`src/rtl/latch_debounce_sync.sv`:
```
// latch_debounce_sync: synchronise an async level, debounce it, emit clean
// level with rise/fall pulses, busy while qualifying, saturating glitch count.
//
// Ports:
//   clk        in   rising-edge clock
//   rst        in   synchronous reset, active-high
//   q_in       in   asynchronous level from the D latch q
//   q_clean    out  debounced, registered level
//   rise       out  1-cycle pulse on q_clean 0->1
//   fall       out  1-cycle pulse on q_clean 1->0
//   busy       out  high while a candidate transition is being qualified
//   glitch_cnt out  aborted transitions, saturating at all-ones
module latch_debounce_sync #(
   parameter int SYNC_STAGES     = 2,
   parameter int DEBOUNCE_CYCLES = 4,
   parameter int GCNT_W          = 8
) (
   input  logic              clk,
   input  logic              rst,
   input  logic              q_in,
   output logic              q_clean,
   output logic              rise,
   output logic              fall,
   output logic              busy,
   output logic [GCNT_W-1:0] glitch_cnt
);

   localparam int CW = $clog2(DEBOUNCE_CYCLES + 1);
   localparam logic [CW-1:0] CMAX = CW'(DEBOUNCE_CYCLES - 1);

   typedef enum logic [1:0] {
      S_LOW,
      W_HIGH,
      S_HIGH,
      W_LOW
   } state_t;

   logic [SYNC_STAGES-1:0] sync;
   logic                   sync_q;
   state_t                 state, state_n;
   logic [CW-1:0]          cnt, cnt_n;
   logic                   q_clean_n;
   logic                   rise_n;
   logic                   fall_n;
   logic                   gl_inc;

   assign sync_q = sync[SYNC_STAGES-1];

   always_ff @(posedge clk) begin
      if (rst) begin
         sync <= '0;
      end else begin
         sync <= {sync[SYNC_STAGES-2:0], q_in};
      end
   end

   always_ff @(posedge clk) begin
      if (rst) begin
         state      <= S_LOW;
         cnt        <= '0;
         q_clean    <= 1'b0;
         rise       <= 1'b0;
         fall       <= 1'b0;
         busy       <= 1'b0;
         glitch_cnt <= '0;
      end else begin
         state   <= state_n;
         cnt     <= cnt_n;
         q_clean <= q_clean_n;
         rise    <= rise_n;
         fall    <= fall_n;
         busy    <= (state_n == W_HIGH) || (state_n == W_LOW);
         // hold at all-ones rather than wrap
         if (gl_inc && (glitch_cnt != '1)) begin
            glitch_cnt <= glitch_cnt + 1'b1;
         end
      end
   end

   always_comb begin
      state_n   = state;
      cnt_n     = cnt;
      q_clean_n = q_clean;
      rise_n    = 1'b0;
      fall_n    = 1'b0;
      gl_inc    = 1'b0;
      unique case (state)
         S_LOW: begin
            if (sync_q) begin
               // single-sample debounce accepts straight away
               if (DEBOUNCE_CYCLES == 1) begin
                  q_clean_n = 1'b1;
                  rise_n    = 1'b1;
                  cnt_n     = '0;
                  state_n   = S_HIGH;
               end else begin
                  cnt_n   = CW'(1);
                  state_n = W_HIGH;
               end
            end
         end
         W_HIGH: begin
            if (!sync_q) begin
               cnt_n   = '0;
               gl_inc  = 1'b1;
               state_n = S_LOW;
            end else if (cnt == CMAX) begin
               q_clean_n = 1'b1;
               rise_n    = 1'b1;
               cnt_n     = '0;
               state_n   = S_HIGH;
            end else begin
               cnt_n = cnt + 1'b1;
            end
         end
         S_HIGH: begin
            if (!sync_q) begin
               if (DEBOUNCE_CYCLES == 1) begin
                  q_clean_n = 1'b0;
                  fall_n    = 1'b1;
                  cnt_n     = '0;
                  state_n   = S_LOW;
               end else begin
                  cnt_n   = CW'(1);
                  state_n = W_LOW;
               end
            end
         end
         W_LOW: begin
            if (sync_q) begin
               cnt_n   = '0;
               gl_inc  = 1'b1;
               state_n = S_HIGH;
            end else if (cnt == CMAX) begin
               q_clean_n = 1'b0;
               fall_n    = 1'b1;
               cnt_n     = '0;
               state_n   = S_LOW;
            end else begin
               cnt_n = cnt + 1'b1;
            end
         end
         default: begin
            state_n = S_LOW;
            cnt_n   = '0;
         end
      endcase
   end

endmodule
```
`config.mk`:
```
export PLATFORM = sky130hd
export DESIGN_NAME = latch_debounce_sync
export DESIGN_NICKNAME = d
export VERILOG_FILES = /design/src/rtl/latch_debounce_sync.sv
export SDC_FILE = /design/constraint.sdc
export NUM_CORES = 1
export LEC_CHECK = 0
export CAP_MARGIN = 20
export CORE_MARGIN = 2
export CORE_UTILIZATION = 49
export CTS_CLUSTER_DIAMETER = 100
export DETAILED_ROUTE_END_ITERATION = 7
export PLACE_DENSITY = 0.8
export SETUP_SLACK_MARGIN = 0.02
export SLEW_MARGIN = 20
export SYNTH_ARGS = -nofsm -noshare
export SYNTH_HDL_FRONTEND = slang
export SYNTH_SLANG_ARGS = --single-unit
```
`constraint.sdc`:
```
create_clock -name clk -period 1.8 [get_ports clk]
set_clock_uncertainty 0.1 [all_clocks]
set_input_delay 0.36 -clock clk [delete_from_list [all_inputs] [get_ports clk]]
set_output_delay 0.36 -clock clk [all_outputs]
set_load 0.05 [all_outputs]
```
# Word level (Yosys, flattened, before mapping)
# Cells that the tools add are included.
# Widths: inputs -> output; s select.
[word_totals]
out_inout_bits = 12
inputBits = 3
elab_cells = 56
regBits = 19
[op_classes]
eq_ne = 13
addsub = 2
bitwise = 3
muxes = 22
reduce_logical = 8
[op_table]
columns = ["cell", "count"]
rows = [
  ["$mux 3", 5],
  ["$mux 2", 6],
  ["$ne 2x2->1 const B", 6],
  ["$pmux 3 s4", 1],
  ["$add 8x1->8 const B", 1],
  ["$ne 8x8->1 const B", 1],
  ["$pmux 2 s4", 1],
  ["$mux 1", 7],
  ["$eq 2x2->1 const B", 3],
  ["$reduce_or 3->1", 2],
  ["$reduce_and 5->1", 1],
  ["$eq 2x1->1 const B", 2],
  ["$pmux 1 s2", 2],
  ["$add 3x1->3 const B", 1],
  ["$eq 3x2->1 const B", 1],
  ["$not 1->1", 3],
  ["$logic_not 2->1", 1],
  ["$reduce_and 2->1", 1],
  ["$reduce_bool 2->1", 1],
  ["$logic_and 1x1->1", 1],
  ["$logic_or 1x1->1", 1],
]

# Longest topological paths before layout
# Gate-level depths: netlist of the first run.
[depth]
word_depth = 6
depth_mapped = 5
depth_no_buf = 5

# Worst setup path after synthesis of the first run
# Ideal clock, no wire load.
[synth_timing]
kind = "register to register"
startpoint = "register glitch_cnt[0]"
endpoint = "register glitch_cnt[6]"
path_stages_with_launch = 6
t_required_ps = 1568
period_less_slack_ps = 1820
t_arrival_ps = 1588
path_buffers = 0
slack_ps = -20
setup_ps = 132
cell_sequence = "dfxtp_1 > ha_1 > and3_1 > and3_4 > and4_4 > nor3_1"
[synth_via]
elab_chain_len = 2
word_cells_on_any_way = 3
classes_between = "add/sub: 1; eq/ne: 1; reduce/logical: 1"
[synth_rtl]
columns = ["item", "line_no", "rtl"]
rows = [
  ["start, declared", "25", "output logic [GCNT_W-1:0] glitch_cnt"],
  ["start signal, assigned", "75", "glitch_cnt <= glitch_cnt + 1'b1;"],
  ["parallel branches: the longest is 2 deep, another holds $add 8x1->8", "--", ""],
]
# Several ways; the timed one is not identified.
# A chain may end at the register's enable or synchronous reset.

# Final worst setup path of the first run
[layout_timing]
startpoint = "register glitch_cnt[0]"
endpoint = "register glitch_cnt[1]"
# The elaborated chain is that of the path after synthesis.

==> results of run 1 <==
-- cell families (layout without fill, tap and decap cells) --
group	count (synthesis)	count (layout)	synth area share
XOR/XNOR	4	4	0.0616
buffers and inverters	4	21	0.0200
AO/OA/AOI/OAI	17	17	0.151
AND/OR/NAND/NOR	36	36	0.256
adder cells (fa/ha/maj)	2	2	0.0308
multiplexers	1	1	0.0123
flip-flops	19	19	0.468
-- critical path, delay by kind of cell (launching register included) --
family,cells,cell delay [ns]
adders and majority gates,1,0.26
DFF,1,0.35
muxes,1,0.17
and+or+nand+nor,2,0.27
AOI/OAI and AO/OA,1,0.39
-- routing by layer --
layer / vias to the layer above / part of all wire
met5: - / 0
met4: 0 / 0.0068
met3: 2 / 0.045
met2: 13 / 0.43
met1: 290 / 0.52
li1: 340 / -
-- through the flow --
| stage | hold slack, ns | setup WS (ns) | area [um^2] | util |
|---|---|---|---|---|
| 5_1_grt | 0.374 | 0.0989 | 1020 | 0.672 |
| 3_5_place_dp | 0.322 | 0.178 | 997 | 0.654 |
| 4_1_cts | 0.347 | 0.162 | 1020 | 0.672 |
| 2_1_floorplan | 0.314 | 0.127 | 815 | - |
| 6_report | 0.343 | 0.174 | 1020 | 0.672 |
| 3_3_place_gp | 0.317 | 0.240 | 997 | 0.654 |
-- worst max-delay path by stage --
stage,end,cells after the start,slack [ns],start
floorplan,glitch_cnt[1],5,0.13,glitch_cnt[0]
global placement,glitch_cnt[1],5,0.24,glitch_cnt[0]
detailed placement,glitch_cnt[1],5,0.18,glitch_cnt[0]
CTS,glitch_cnt[1],5,0.16,glitch_cnt[0]
global route,glitch_cnt[1],5,0.1,glitch_cnt[0]
finish,glitch_cnt[1],5,0.17,glitch_cnt[0]
-- area by class of cell --
class	count	area share
clock buffers	3	0.0220
repair buffers	16	0.171
flip-flops and latches	19	0.374
multi-input cells	60	0.405
clock inverters	1	0.00488
inverters	1	0.00366
well taps	16	0.0195
-- layout by cell type (no fill, tap or decap), types with 2 or more instances in the layout --
cell / netlist / routed
a31oi_1: 4 / 4
buf_4: 0 / 10
ha_1: 2 / 2
nor4b_1: 2 / 2
buf_12: 0 / 4
nand2_1: 5 / 5
dfxtp_2: 0 / 2
a311oi_1: 2 / 2
nor2b_1: 4 / 4
nor2_1: 8 / 8
or2_2: 2 / 2
clkbuf_4: 0 / 3
and3_1: 2 / 2
a211oi_1: 2 / 2
dfxtp_1: 19 / 17
nor3_1: 4 / 4
nand3_1: 3 / 3
a21oi_1: 4 / 4
clkdlybuf4s50_1: 0 / 2
-- sequential cells by signal, summed over array words and instances (netlist names) --
register    count
busy            1
state           2
q_clean         1
sync            2
cnt             3
fall            1
rise            1
glitch_cnt      8
-- power by group --
part | internal, mW | total (mW) | switching, mW
Combinational | 0.0270 | 0.0670 | 0.0399
Clock | 0.0826 | 0.210 | 0.128
Sequential | 0.430 | 0.439 | 0.00912
Total | 0.539 | 0.716 | 0.177
-- cell usage after synthesis, types with 2 or more instances --
cell / count / area [um^2]
a31oi_1: 4 / 25.0
nor3_1: 4 / 20.0
nor4b_1: 2 / 17.5
and3_1: 2 / 12.5
a21oi_1: 4 / 20.0
nor2_1: 8 / 30.0
or2_2: 2 / 12.5
nor2b_1: 4 / 25.0
clkbuf_1: 2 / 7.51
nand3_1: 3 / 15.0
dfxtp_1: 19 / 380
a211oi_1: 2 / 15.0
ha_1: 2 / 25.0
a311oi_1: 2 / 17.5
nand2_1: 5 / 18.8
==> results.yml, run 1 <==
min_path:
  holdCritPathClass: "reg2reg"
  worstHoldStart: "sync[0]"
  hold_depth: 1
  min_to: "sync[1]"
yosys:
  async_reset_ff_frac: 0
  synth-seq-cells: 19
  ys.flop_type: "dfxtp_1"
  synth-edff-count: 0
  synth-seq-area-share: 0.468
  syn_inst: 83
  ys_warn_count: 0
  syn_avg_cell_area_um2: 9.78
  syn_nets: 88
  syn_area_um2: 812
  synth_cell_types: 33
cts:
  cts_htree_levels: 1
  hold_buffers: 0
  cts.sinks: 19
  clock_latency_ns: 0.29
  path_clk_slew_ns: 0.10
  cts_buffers: 3
  clk_path_buf_depth: 2
  cts_setup_buffers: 0
  clk_root_buffer_cell: "clkbuf_4"
  cts_tree: "built"
  cts_resized: 0
sta:
  max_freq_ghz: 0.615
  setup_violations: 0
  worst_pin_slew_ns: 0.365
  rsz0062_at_grt: "false"
  slew_viol_final: 0
  finalCritPeriodShare: 0.903
  setup_tns_ns: 0
  final_hold_viol_count: 0
  period_minus_slack_ns: 1.63
  slew_headroom: 0.756
critical_path:
  critical_path_arrival_ns: 1.72
  critPathSlowestCell: "a311o_2"
  r2r_start: "glitch_cnt[0]"
  r2r-end: "glitch_cnt[1]"
  crit_type: "reg2reg"
  crit_chain: "ha_1 -> and3_1 -> a311o_2 -> mux2i_1 -> nor2_1"
  critPathCaptureType: "flip-flop"
  reg2reg_setup_slack_ns: 0.17
  cp.required_ns: 1.89
  rr_worst_depth: 5
  slowest_delay_ns: 0.39
  cp_max_fo: 6
  crit_path_start_kind: "flip-flop"
floorplanning:
  die-area_mm2: 0.00200
  core-area_mm2: 0.00152
  initial_core_util: 0.533
  die_w_um: 44.7
  std_cell_rows: 14
  io_pins: 15
  die_h_um: 44.7
grt:
  grtUsageMet3: 0.0400
  globalRoute.busiestLayer: "met2"
  use_met1: 0.219
  grt_max_degree: 21
  grtUsageTotal: 0.161
  met2_usage: 0.243
  antenna_found_initial: 0
  grt_pass1_wl_um: 2340
  grt_overflow: 0
  grt_pass1_vias: 555
place:
  numPlacedInstances: 112
  gp_congestion: 0.781
  dpl.hpwl_um: 1070
  io_buffers: 14
detailed_routing:
  wl_per_cell_um: 12.8
  avgViaCountPerCell: 5.56
  finalWirelength_um: 1480
  ant_nets: 0
  drc: 0
  drt-initial-drc-count: 18
  vias: 645
  drtPass1Iterations: 3
power_and_ir_drop:
  vdd_drop_max_uv: 459
  leakage_nw: 0.405
  p_total_mw: 0.716
  p_per_area_mw_per_mm2: 699
final_layout:
  multi_input_area_um2: 415
  nFillCells: 132
  final_cells: 116
  fin_nets: 106
  syn2layout_area_growth_pct: 26.2
  regArea_um2: 383
  diodes: 0
  drive_above_1_share: 0.290
run:
  maxCapViolations: 0
run_status:
  outcome: "finished, final reports clean"
(Power assumes the default switching activity.)
==> run 2, diff against run 1 <==
Settings changed: SKIP_LAST_GASP set to 1, SLEW_MARGIN 20 to unset.
==> results of run 2 <==
The final DEF is identical to that of run 1; final timing and power are the same.
